File: config.mk
export PLATFORM = sky130hd
export DESIGN_NAME = fft16_twiddle_seq_flat
export DESIGN_NICKNAME = d
export VERILOG_FILES = /design/src/rtl/fft16_pkg.sv /design/src/rtl/fft16_twiddle_seq_if.sv /design/src/rtl/fft16_rot_decode.sv /design/src/rtl/fft16_twiddle_seq.sv /design/src/flat_wrapper.sv
export SDC_FILE = /design/constraint.sdc
export NUM_CORES = 1
export LEC_CHECK = 0
export CAP_MARGIN = 20
export CORE_ASPECT_RATIO = 0.75
export CORE_MARGIN = 1.5
export CORE_UTILIZATION = 40
export DETAILED_ROUTE_END_ITERATION = 8
export PLACE_DENSITY_LB_ADDON = 0.08
export RECOVER_POWER = 50
export SLEW_MARGIN = 20
export SYNTH_ARGS = -nofsm -noshare
export SYNTH_HDL_FRONTEND = slang
export SYNTH_SLANG_ARGS = --single-unit
File: constraint.sdc
create_clock -name CLK -period 1.14 [get_ports CLK]
set_input_delay 0.342 -clock CLK [delete_from_list [all_inputs] [get_ports CLK]]
set_output_delay 0.342 -clock CLK [all_outputs]
set_load 0.01 [all_outputs]
File: src/rtl/fft16_pkg.sv
// Shared types and constants for the 16-point FFT twiddle sequencer.
//   state_t     : sequencer FSM states
//   SEL_*       : rotator path encodings
//   rot_flags_t : {sel, mpyj, c383} control bundle for the W16 rotator
//   ROT_LUT     : sample index m -> rotator flags, for e = m[1:0] * m[3:2]
package fft16_pkg;

  typedef enum logic [1:0] {
    StIdle = 2'd0,
    StPh0  = 2'd1,
    StPh1  = 2'd2
  } state_t;

  localparam logic [1:0] SEL_BYP = 2'd0;
  localparam logic [1:0] SEL_924 = 2'd1;
  localparam logic [1:0] SEL_707 = 2'd2;

  typedef struct packed {
    logic [1:0] sel;
    logic       mpyj;
    logic       c383;
  } rot_flags_t;

  // Exponent to flags: 0->byp, 1->924, 2->707, 3->924*-j using 0.383,
  // 4->-j, 6->707*-j, 9->924*-j.
  localparam rot_flags_t ROT_LUT [16] = '{
    rot_flags_t'({SEL_BYP, 1'b0, 1'b0}),  // m=0  e=0
    rot_flags_t'({SEL_BYP, 1'b0, 1'b0}),  // m=1  e=0
    rot_flags_t'({SEL_BYP, 1'b0, 1'b0}),  // m=2  e=0
    rot_flags_t'({SEL_BYP, 1'b0, 1'b0}),  // m=3  e=0
    rot_flags_t'({SEL_BYP, 1'b0, 1'b0}),  // m=4  e=0
    rot_flags_t'({SEL_924, 1'b0, 1'b0}),  // m=5  e=1
    rot_flags_t'({SEL_707, 1'b0, 1'b0}),  // m=6  e=2
    rot_flags_t'({SEL_924, 1'b1, 1'b1}),  // m=7  e=3
    rot_flags_t'({SEL_BYP, 1'b0, 1'b0}),  // m=8  e=0
    rot_flags_t'({SEL_707, 1'b0, 1'b0}),  // m=9  e=2
    rot_flags_t'({SEL_BYP, 1'b1, 1'b0}),  // m=10 e=4
    rot_flags_t'({SEL_707, 1'b1, 1'b0}),  // m=11 e=6
    rot_flags_t'({SEL_BYP, 1'b0, 1'b0}),  // m=12 e=0
    rot_flags_t'({SEL_924, 1'b1, 1'b1}),  // m=13 e=3
    rot_flags_t'({SEL_707, 1'b1, 1'b0}),  // m=14 e=6
    rot_flags_t'({SEL_924, 1'b1, 1'b0})   // m=15 e=9
  };

endpackage

File: src/rtl/fft16_twiddle_seq_if.sv
// Sample stream and rotator-side bus of the twiddle sequencer.
//   IN_VLD/IN_RDY/DIR/DII : input sample handshake
//   DOR/DOI/ED            : two-phase sample strobe to the rotator
//   SEL/MPYJ/C383/ADDR    : rotator control flags and sample index
// modport slave is the sequencer; master is the producer/consumer side.
interface fft16_twiddle_seq_if #(
  parameter int unsigned nb = 12
) ();

  logic          IN_VLD;
  logic          IN_RDY;
  logic [nb-1:0] DIR;
  logic [nb-1:0] DII;
  logic [nb-1:0] DOR;
  logic [nb-1:0] DOI;
  logic          ED;
  logic [1:0]    SEL;
  logic          MPYJ;
  logic          C383;
  logic [3:0]    ADDR;

  modport slave (
    input  IN_VLD, DIR, DII,
    output IN_RDY, DOR, DOI, ED, SEL, MPYJ, C383, ADDR
  );

  modport master (
    output IN_VLD, DIR, DII,
    input  IN_RDY, DOR, DOI, ED, SEL, MPYJ, C383, ADDR
  );

endinterface

File: src/rtl/fft16_rot_decode.sv
// Combinational decode of the sample index into W16 rotator flags.
//   cnt_i   : sample index m within the 16-point frame
//   flags_o : {sel, mpyj, c383} for exponent m[1:0] * m[3:2]
module fft16_rot_decode
  import fft16_pkg::*;
(
  input  logic [3:0] cnt_i,
  output rot_flags_t flags_o
);

  always_comb begin
    flags_o = ROT_LUT[cnt_i];
  end

endmodule

File: src/rtl/fft16_twiddle_seq.sv
// Twiddle sequencer feeding the W16 rotator between the radix-4 passes.
// Accepts one sample per handshake and presents it as a two-phase strobe
// (ED high, then ED low on the next EI cycle) with decoded rotator flags.
//   CLK, RST_N : clock, asynchronous active-low reset
//   EI         : global enable; all state and outputs hold while low
//   START      : begins a 16-sample frame (only honoured in idle)
//   FRM_DONE   : one-cycle pulse after the second phase of sample 15
//   START_ERR  : one-cycle pulse when START is seen outside idle
//   bus        : sample handshake in, rotator data/flags out
module fft16_twiddle_seq
  import fft16_pkg::*;
#(
  parameter int unsigned nb = 12
) (
  input  logic                CLK,
  input  logic                RST_N,
  input  logic                EI,
  input  logic                START,
  output logic                FRM_DONE,
  output logic                START_ERR,
  fft16_twiddle_seq_if.slave  bus
);

  state_t     state_q;
  logic [3:0] cnt_q;
  rot_flags_t flags;

  fft16_rot_decode u_rot_decode (
    .cnt_i   (cnt_q),
    .flags_o (flags)
  );

  // IN_RDY is kept as a register that mirrors "state is PH0".
  always_ff @(posedge CLK or negedge RST_N) begin
    if (!RST_N) begin
      state_q    <= StIdle;
      cnt_q      <= 4'd0;
      FRM_DONE   <= 1'b0;
      START_ERR  <= 1'b0;
      bus.IN_RDY <= 1'b0;
      bus.DOR    <= '0;
      bus.DOI    <= '0;
      bus.ED     <= 1'b0;
      bus.SEL    <= SEL_BYP;
      bus.MPYJ   <= 1'b0;
      bus.C383   <= 1'b0;
      bus.ADDR   <= 4'd0;
    end else if (EI) begin
      FRM_DONE  <= 1'b0;
      START_ERR <= START && (state_q != StIdle);
      unique case (state_q)
        StIdle: begin
          if (START) begin
            state_q    <= StPh0;
            cnt_q      <= 4'd0;
            bus.IN_RDY <= 1'b1;
          end
        end
        StPh0: begin
          if (bus.IN_VLD) begin
            bus.DOR    <= bus.DIR;
            bus.DOI    <= bus.DII;
            bus.ED     <= 1'b1;
            bus.ADDR   <= cnt_q;
            bus.SEL    <= flags.sel;
            bus.MPYJ   <= flags.mpyj;
            bus.C383   <= flags.c383;
            bus.IN_RDY <= 1'b0;
            state_q    <= StPh1;
          end else begin
            bus.ED <= 1'b0;
          end
        end
        StPh1: begin
          bus.ED <= 1'b0;
          if (cnt_q == 4'd15) begin
            cnt_q    <= 4'd0;
            FRM_DONE <= 1'b1;
            state_q  <= StIdle;
          end else begin
            cnt_q      <= cnt_q + 4'd1;
            bus.IN_RDY <= 1'b1;
            state_q    <= StPh0;
          end
        end
        default: begin
          state_q    <= StIdle;
          bus.IN_RDY <= 1'b0;
          bus.ED     <= 1'b0;
        end
      endcase
    end
  end

endmodule
File: src/flat_wrapper.sv
// flat-port wrapper written by rule: the top's interface ports become plain ports
module fft16_twiddle_seq_flat import fft16_pkg::*;
#(
  parameter int unsigned nb = 12
)
  (CLK, RST_N, EI, START, FRM_DONE, START_ERR, bus_IN_VLD, bus_DIR, bus_DII, bus_IN_RDY, bus_DOR, bus_DOI, bus_ED, bus_SEL, bus_MPYJ, bus_C383, bus_ADDR);
  fft16_twiddle_seq_if #(.nb(nb)) bus_i ();
  input  logic CLK;
  input  logic RST_N;
  input  logic EI;
  input  logic START;
  output logic FRM_DONE;
  output logic START_ERR;
  input wire logic [$bits(bus_i.IN_VLD)-1:0] bus_IN_VLD;
  input wire logic [$bits(bus_i.DIR)-1:0] bus_DIR;
  input wire logic [$bits(bus_i.DII)-1:0] bus_DII;
  output wire logic [$bits(bus_i.IN_RDY)-1:0] bus_IN_RDY;
  output wire logic [$bits(bus_i.DOR)-1:0] bus_DOR;
  output wire logic [$bits(bus_i.DOI)-1:0] bus_DOI;
  output wire logic [$bits(bus_i.ED)-1:0] bus_ED;
  output wire logic [$bits(bus_i.SEL)-1:0] bus_SEL;
  output wire logic [$bits(bus_i.MPYJ)-1:0] bus_MPYJ;
  output wire logic [$bits(bus_i.C383)-1:0] bus_C383;
  output wire logic [$bits(bus_i.ADDR)-1:0] bus_ADDR;
  assign bus_i.IN_VLD = bus_IN_VLD;
  assign bus_i.DIR = bus_DIR;
  assign bus_i.DII = bus_DII;
  assign bus_IN_RDY = bus_i.IN_RDY;
  assign bus_DOR = bus_i.DOR;
  assign bus_DOI = bus_i.DOI;
  assign bus_ED = bus_i.ED;
  assign bus_SEL = bus_i.SEL;
  assign bus_MPYJ = bus_i.MPYJ;
  assign bus_C383 = bus_i.C383;
  assign bus_ADDR = bus_i.ADDR;
  fft16_twiddle_seq #(.nb(nb)) u_core (.CLK(CLK), .RST_N(RST_N), .EI(EI), .START(START), .FRM_DONE(FRM_DONE), .START_ERR(START_ERR), .bus(bus_i));
endmodule
# ---- Word-level counts from Yosys, hierarchy flattened
# Memories as Yosys holds them, arrays and structs flattened. A register that Yosys moved wholly into a read port is not among the register bits.
# Cells that the tools add are included.
dict set report word_totals {
  regBits 38
  mem_count 1
  out_inout_bits 36
  mem_bits_ro 64
}
dict set report classes {
  bitwise_logic 2
  eq_ne 6
  add_sub_neg 1
  n_mux 15
  n_reduce_logical 10
}
# memory depth width rd rd_ports_with_merged_regs wr line
set mem_list {}
lappend mem_list {{(no name shown)} 16 4 1 1 0 fft16_rot_decode.sv:12} ;# flags_o = ROT_LUT[cnt_i];
# operator n
set op_table {}
lappend op_table {{AND reduction 3 bit} 3}
lappend op_table {{2-to-1 mux 4 bit} 2}
lappend op_table {{one-hot mux 4 bit (2 select lines)} 1}
lappend op_table {{2-to-1 mux 1 bit} 7}
lappend op_table {{!= test 2 bit, second input constant} 3}
lappend op_table {{one-hot mux 2 bit (3 select lines)} 1}
lappend op_table {{inverter 4 -> 5 bit} 1}
lappend op_table {{adder 4 x 1 -> 4 bit, second input constant} 1}
lappend op_table {{== test 4 bit, second input constant} 1}
lappend op_table {{2-to-1 mux 2 bit} 2}
lappend op_table {{AND reduction 4 bit} 1}
lappend op_table {{nonzero test 2 bit} 2}
lappend op_table {{one-hot mux 1 bit (3 select lines)} 1}
lappend op_table {{== test 2 x 1 -> 1 bit, second input constant} 1}
lappend op_table {{== test 2 bit, second input constant} 1}
lappend op_table {{zero test 2 bit} 1}
lappend op_table {{one-hot mux 1 bit (2 select lines)} 1}
lappend op_table {{AND reduction 2 bit} 1}
lappend op_table {{logical AND 1 bit} 1}
lappend op_table {{zero test 1 bit} 1}
lappend op_table {{inverter 1 bit} 1}

# ---- Longest topological paths before layout
# Gate-level depths: netlist of run 1.
dict set report depth {
  word_depth 3
  ltp_mapped 5
}

# ---- Hierarchy
# From an unflattened synthesis of run 1, not the netlist that was laid out.
dict set report unflattened {
  cells_unflattened 129
  hier_area_um2 1880.6
}
# module area_per_inst_um2 instances cells_per_inst seq_area_each_um2
set modules_own_cells {}
lappend modules_own_cells {fft16_twiddle_seq 1828.0 1 122 1051.0}
lappend modules_own_cells {fft16_rot_decode 52.6 1 7 0.0}

# ---- Least setup slack after synthesis of run 1
# Ideal clock, no wire load.
dict set report synth_path {
  path_type {register to register}
  from {reg u_core.state_q[1]}
  to {reg u_core.bus.DOR[0]}
  stages_incl_launch_ff 5
  t_arrival_ps 1129
  path_slack_ps -116
  t_required_ps 1013
  setup_ps 127
  period_less_slack_ps 1256
  path_cell_list {dfrtp_1 buf_4 nand4b_4 buf_6 mux2_1}
}
dict set report synth_between {
  elab_chain_cells 2
}
# item line
set synth_rtl {}
lappend synth_rtl {{start: declaration} fft16_twiddle_seq.sv:24} ;# state_t state_q;
lappend synth_rtl {{start signal: assignment} fft16_twiddle_seq.sv:36} ;# state_q <= StIdle;
lappend synth_rtl {{start signal: assignment} fft16_twiddle_seq.sv:54} ;# state_q <= StPh0;
lappend synth_rtl {{start signal: assignment} fft16_twiddle_seq.sv:69} ;# state_q <= StPh1;
lappend synth_rtl {{== test 2 x 1 -> 1 bit} fft16_twiddle_seq.sv:51} ;# unique case (state_q)
lappend synth_rtl {{AND reduction 3 bit (no line)} n/a}
lappend synth_rtl {{end signal: assignment} fft16_twiddle_seq.sv:61} ;# bus.DOR <= bus.DIR;
lappend synth_rtl {{end: declaration} fft16_twiddle_seq_if.sv:24} ;# output IN_RDY, DOR, DOI, ED, SEL, MPYJ, C383, ADDR
# No other way between the ends.
# A chain may end at the register's enable or synchronous reset.

# ---- Worst setup path after layout of run 1
dict set report layout_path {
  from {reg u_core.state_q[1]}
  to {reg u_core.bus.DOR[6]}
}
# Same word-level chain as after synthesis.

==> results of run 1 <==
==> layer usage <==
metal / track usage (%) / vias up / share of wire, %
li1: - / 694 / -
met5: 0 / - / 0
met3: 4.15 / 4 / 5.7
met4: 7.88 / 0 / 1.3
met1: 18.8 / 699 / 43
met2: 28.0 / 54 / 49
==> per-stage QoR <==
stage | cell area [sq um] | std cells | total power [mW] | hold WS, ns | TNS, ns
6_report | 2850 | 302 | 6.34 | 0.296 | -4.29
5_1_grt | 2850 | 302 | 6.78 | 0.389 | -7.20
4_1_cts | 2670 | 288 | 6.11 | 0.0155 | -3.84
3_5_place_dp | 2670 | 273 | 5.36 | 0.335 | -22.45
3_3_place_gp | 2670 | 273 | 5.27 | 0.327 | -20.70
2_1_floorplan | 1840 | 139 | 3.70 | 0.0464 | -1.70
==> report_power, final <==
group | leakage, nW | switching (mW) | total, mW | internal (mW)
logic | 0.804 | 1.13 | 2.70 | 1.57
registers | 0.519 | 0.383 | 2.51 | 2.13
clock network | 0.0524 | 0.472 | 1.13 | 0.655
==> registers in the layout, summed over array words and instances, names as in the netlist <==
name and count:
u_core.bus.DOI 12, u_core.bus.DOR 12, u_core.bus.ADDR 4, u_core.cnt_q 4
u_core.bus.SEL 2, u_core.state_q 2, u_core.FRM_DONE 1, u_core.START_ERR 1
u_core.bus.C383 1, u_core.bus.ED 1, u_core.bus.IN_RDY 1, u_core.bus.MPYJ 1
==> critical path: cells and delay by family (launching register included) <==
kind                   cells  cell delay [ns]
buffers and inverters      1             0.19
flip-flops                 1             0.42
multiplexers               1             0.35
AND/OR/NAND/NOR            1             0.20
==> how the worst max path moves through the flow <==
stage               cells after the start              start  slack, ns                end
finish                                  3  u_core.state_q[1]      -0.15  u_core.bus.DOR[6]
global route                            3  u_core.state_q[0]      -0.19    u_core.cnt_q[3]
CTS                                     4  u_core.state_q[1]      -0.13    u_core.cnt_q[3]
detailed placement                      4         bus_IN_VLD      -0.58  u_core.bus.DOR[0]
global placement                        4         bus_IN_VLD      -0.52  u_core.bus.DOR[4]
floorplan                               4  u_core.state_q[1]      -0.09  u_core.bus.DOR[0]
==> what timing repair did <==
| item | in CTS | in global routing |
|---|---|---|
| endpoints found under the hold margin | 0 | 0 |
| pin swaps | 3 | 7 |
| resized for setup | 153 | 16 |
| setup endpoints to repair | 75 | 71 |
| buffers inserted | 7 | 13 |
| gates cloned | 0 | 1 |
==> final cells by class <==
class	count	share of cell area [%]
timing repair buffer	106	29.5
clock inverter	1	1.05
sequential	42	37.0
tap	57	2.50
multi-input combinational	82	26.3
clock buffer	7	2.68
inverter	7	0.922
==> cells in the final DEF (no fill, tap or decap), types with 2 or more instances in the layout <==
cell type,n
buf_12,2
inv_1,5
o211ai_1,2
buf_6,6
ha_1,3
clkdlybuf4s50_1,25
dlygate4sd2_1,2
inv_2,2
o21ai_1,2
nor2b_1,3
buf_4,36
nand4_1,2
mux2_2,23
dfrtp_1,39
nand2_1,8
mux2_4,2
clkbuf_1,2
dfrtp_2,3
nor2_4,2
nand3_1,3
buf_2,33
a31oi_1,2
a21oi_1,2
o21ai_0,8
mux2i_1,2
clkbuf_8,5
==> kinds of logic (layout without fill, tap and decap cells) <==
family                     Yosys count  in the layout
DFF                                 42             42
muxes                               27             27
AOI/OAI and AO/OA                   25             25
and+or+nand+nor                     25             25
buffers and inverters               15            121
adders and majority gates            5              5
==> flow_summary.ini, run 1 <==
[outcome]
status = finished with violations
violations = setup timing

[critical_path]
critical_path.cell_chain = nand4b_4 > buf_12 > mux2_2
worst-r2r-setup-slack_ns = -0.15
start_kind = register
crit_path_end_kind = register
critPathKind = reg -> reg
worstRegToRegCells = 3
rr_startpoint = u_core.state_q[1]
crit_fanout = 22
reg2reg_to = u_core.bus.DOR[6]
cp.arrival_ns = 1.46
max_stage_delay_ns = 0.42
cp.required_ns = 1.31
slowest_stage = dfrtp_1

[drt]
drt_iter0_markers = 30
drt-total-wl_mm = 4.01
drtAntennaViolNets = 0
first_pass_iters = 5
wl_per_cell_um = 13.3
vias_per_cell = 4.80
route.detailed.drc = 0
vias = 1451

[layout]
synthToLayoutAreaGrowth_pct = 56.1
final_util_pct = 64.5
antenna_cells = 0
seq_area_sq_um = 1050
fillers = 367
final_nets = 278
multiInputGateArea_sq_um = 749
drive_above_1_share_pct = 51.4

[sta]
setup_viol = 62
slew_viol_final = 0
setup_slack_ns = -0.147
achievable-frequency_ghz = 0.777
rsz0062_at_grt = true
period_share_pct = 113
fin_skew_ns = 0.00513
period_minus_slack_ns = 1.29
final-hold-violation-count = 0
worst_pin_slew_ns = 1.01
slew_headroom_pct = 32.9

[clocking]
clock-sinks = 42
cts_buffer_depth = 2
cts_root_buf = clkbuf_8
clk-insertion-delay-late_ns = 0.29
h-tree-depth = 2
cts_buffers = 5
cts_tree = built
cts_hold_buf = 0
clk_pin_slew_ns = 0.08

[yosys]
synth_seq_area_share_pct = 57.6
syn_inst = 139
syn_avg_cell_area_sq_um = 13.1
yosys_warnings = 0
async_flop_share_pct = 100
synth.area.top_cells = dfrtp_1 58%, mux2_2 14%, ha_1 3.4%
synth_nets = 173
yosysMostFrequentCell = dfrtp_1
ys_types = 30
synth_top_cell_by_area = dfrtp_1
netlist_area_sq_um = 1830
ys_ff_latch = 42
synth_top_family_by_area = multiplexers
synthTopCellsByCount = 42 x dfrtp_1, 23 x mux2_2, 11 x o21ai_0
synth_simple_gate_area_share_pct = 8.57
synthAdderAreaFrac_pct = 3.43
synth_top_cell_area_share_pct = 57.6
synth_xor_area_share_pct = 0
synth_compound_area_share_pct = 8.36
synth_edf_count = 0
synth_ff_type = dfrtp_1
muxShareOfSynthArea_pct = 16.5

[placement]
place.detailed.hpwl_mm = 2.74
dp_slack_ns = -0.576
gp_congestion = 0.774
io_buffers = 64

[global_route]
track_usage_pct = 16.0
overflow = 0
grt_max_degree = 43
grt_pass1_wl_mm = 5.90
antenna_found_initial = 0
grt_pass1_vias = 1372

[floorplanning]
std_cell_rows = 21
pin_count = 65
dieArea_sq_um = 4980
core-area_sq_um = 4410
die_y_um = 61.5
initial_core_util_pct = 41.4
fp.dieW_um = 81.0

[power_and_ir_drop]
peakVddDrop_mv = 1.13
power_density_nw_per_um2 = 2220
leakage_nw = 1.38

[worst_hold_path]
hold_class = in -> async

[run]
drv_cap = 0
No activity file was read; power rests on OpenSTA's default activity.
==> run 2: changes to the inputs <==
--- a/config.mk
+++ b/config.mk
@@ -8,10 +8,11 @@
 export CAP_MARGIN = 20
 export CORE_ASPECT_RATIO = 0.75
 export CORE_MARGIN = 1.5
-export CORE_UTILIZATION = 40
+export CORE_UTILIZATION = 48
 export DETAILED_ROUTE_END_ITERATION = 8
 export PLACE_DENSITY_LB_ADDON = 0.08
 export RECOVER_POWER = 50
+export SKIP_LAST_GASP = 1
 export SLEW_MARGIN = 20
 export SYNTH_ARGS = -nofsm -noshare
 export SYNTH_HDL_FRONTEND = slang
==> constraint.sdc (replaced) <==
create_clock -name CLK -period 1.5 [get_ports CLK]
set_input_delay 0.45 -clock CLK [delete_from_list [all_inputs] [get_ports CLK]]
set_output_delay 0.45 -clock CLK [all_outputs]
set_load 0.01 [all_outputs]
==> run 2 against run 1 <==
Against the previous run:
- the flow now finishes without violations
- wire length decreased by 5.4%
- worst hold slack improved by 0.10 ns
- cell area shrank 8.8%
- critical endpoint is now bus_DOI[5]
==> flow_summary.ini, run 2 (synthesis gave the netlist of run 1 again) <==
[sta]
slew_viol_final = 0
achievable-frequency_ghz = 0.704
rsz0062_at_grt = false
slew_headroom_pct = 33.3
period_minus_slack_ns = 1.42
fin_skew_ns = 0.00311
final-hold-violation-count = 0
period_share_pct = 94.7
setup_viol = 0
holdWs_ns = 0.401
worst_pin_slew_ns = 1.00

[clocking]
cts_buffer_depth = 2
cts_tree = built
clock-sinks = 42
postCtsSetupBuffers = 0
clk-insertion-delay-late_ns = 0.29
clk_pin_slew_ns = 0.08
h-tree-depth = 2
cts_buffers = 5
cts_root_buf = clkbuf_8

[power_and_ir_drop]
intPower_mw = 2.97
power_mw = 4.38
swShare_pct = 32.1
peakVddDrop_mv = 1.07
power_frac_comb_pct = 36.9
power_density_nw_per_um2 = 1690
p_sw_mw = 1.41
seq_power_share_pct = 44.1
leakage_nw = 1.23
power_frac_clock_pct = 19.0

[critical_path]
reg2reg_to = u_core.bus.DOI[8]
slowest_stage = dfrtp_1
worst-path-stages = 1
timing.critical_path.buf_inv = 1
critPathKind = reg -> out
worst-r2r-setup-slack_ns = 0.11
rr_startpoint = u_core.state_q[1]
max_stage_delay_ns = 0.39
worstRegToRegCells = 3
cp_top_family = flip-flops
critical_path.cell_chain = dlygate4sd2_1
cp.arrival_ns = 0.97
start_kind = register
cp.required_ns = 1.05
crit_fanout = 2
crit_path_end_kind = output pin

[floorplanning]
die_y_um = 56.4
dieArea_sq_um = 4190
fp.dieW_um = 74.2
pin_count = 65
core-area_sq_um = 3660
initial_core_util_pct = 49.9
std_cell_rows = 19

[layout]
fillers = 289
drive_above_1_share_pct = 19.3
synthToLayoutAreaGrowth_pct = 42.3
final_common_cell = dfrtp_1
reg.largest.list = u_core.bus.DOI x12, u_core.bus.DOR x12
final_cell_mix = 41 x dfrtp_1, 37 x dlygate4sd2_1, 25 x clkdlybuf4s50_1
final_nets = 245
fin_cells = 264
antenna_cells = 0

[global_route]
track_usage_pct = 20.5
grt_pass1_wl_mm = 6.42
overflow = 0
grt_pass1_vias = 1453
antenna_found_initial = 0
grt_max_degree = 43

[placement]
place.detailed.hpwl_mm = 2.76
io_buffers = 64
dp.cells = 256
gp_congestion = 0.820

[drt]
vias_per_cell = 5.09
wl_per_cell_um = 14.4
drt-total-wl_mm = 3.79
route.detailed.drc = 0
vias = 1343
drt_iter0_markers = 33
first_pass_iters = 4
drtAntennaViolNets = 0

[worst_hold_path]
hold_class = in -> async

[run]
drv_cap = 0

[outcome]
status = complete, no violations
[run 2: cell count changes in the layout (fill, tap and decap cells not counted), moves of 3 or more]
| cell | before | now |
|---|---|---|
| buf_4 | 36 | 3 |
| clkbuf_8 | 5 | 8 |
| buf_2 | 33 | 1 |
| dlygate4sd2_1 | 2 | 37 |
| buf_6 | 6 | 0 |
| o21ai_0 | 8 | 11 |
[run 2: repair_timing]
item                                    4_1_cts  5_1_grt
endpoints found under the setup margin       65        8
hold buffers                                  0        0
gates resized for setup                      37        2
[run 2: how the worst max path moves through the flow]
stage,start,end,slack (ns)
floorplan,u_core.state_q[1],u_core.bus.DOR[0],0.24
global placement,EI,u_core.bus.DOR[4],-0.34
detailed placement,EI,u_core.bus.DOR[0],-0.38
CTS,bus_IN_VLD,u_core.bus.DOR[0],0.004
global route,u_core.state_q[1],u_core.cnt_q[3],0.04
finish,u_core.bus.DOI[5],bus_DOI[5],0.08
[run 2: per-stage QoR]
step	area [sq um]	setup WS, ns	setup TNS (ns)	utilization, %
after CTS	2620	0.00396	0	71.6
final	2600	0.0791	0	71.0
after floorplan	1830	0.244	0	-
after global placement	2560	-0.339	-10.96	69.8
after global routing	2600	0.0415	0	71.0
after detailed placement	2560	-0.383	-12.31	69.8
[run 2: area by class of cell]
class,instances,area [sq um],share of cell area [%]
sequential,42,1050,40.5
multi-input combinational,82,673,25.9
timing repair buffer,73,671,25.8
clock buffer,8,110,4.24
tap,52,65.1,2.50
inverter,7,26.3,1.01
[run 2: routing by layer]
metal / global-route usage [%] / vias up / wire [um]
met3: 7.00 / 7 / 285
met2: 33.5 / 50 / 1880
met1: 24.6 / 653 / 1570
met4: 8.05 / 0 / 53
met5: 0 / - / 0
li1: - / 633 / -
[run 2: power groups by stage]
| stage | clock, mW | combinational (mW) | sequential (mW) |
|---|---|---|---|
| floorplan | 0 | 0.688 | 2.09 |
| global placement | 0 | 1.89 | 1.93 |
| detailed placement | 0 | 1.95 | 1.97 |
| CTS | 0.850 | 1.65 | 1.94 |
| global route | 0.912 | 1.76 | 2.00 |
| finish | 0.833 | 1.61 | 1.93 |
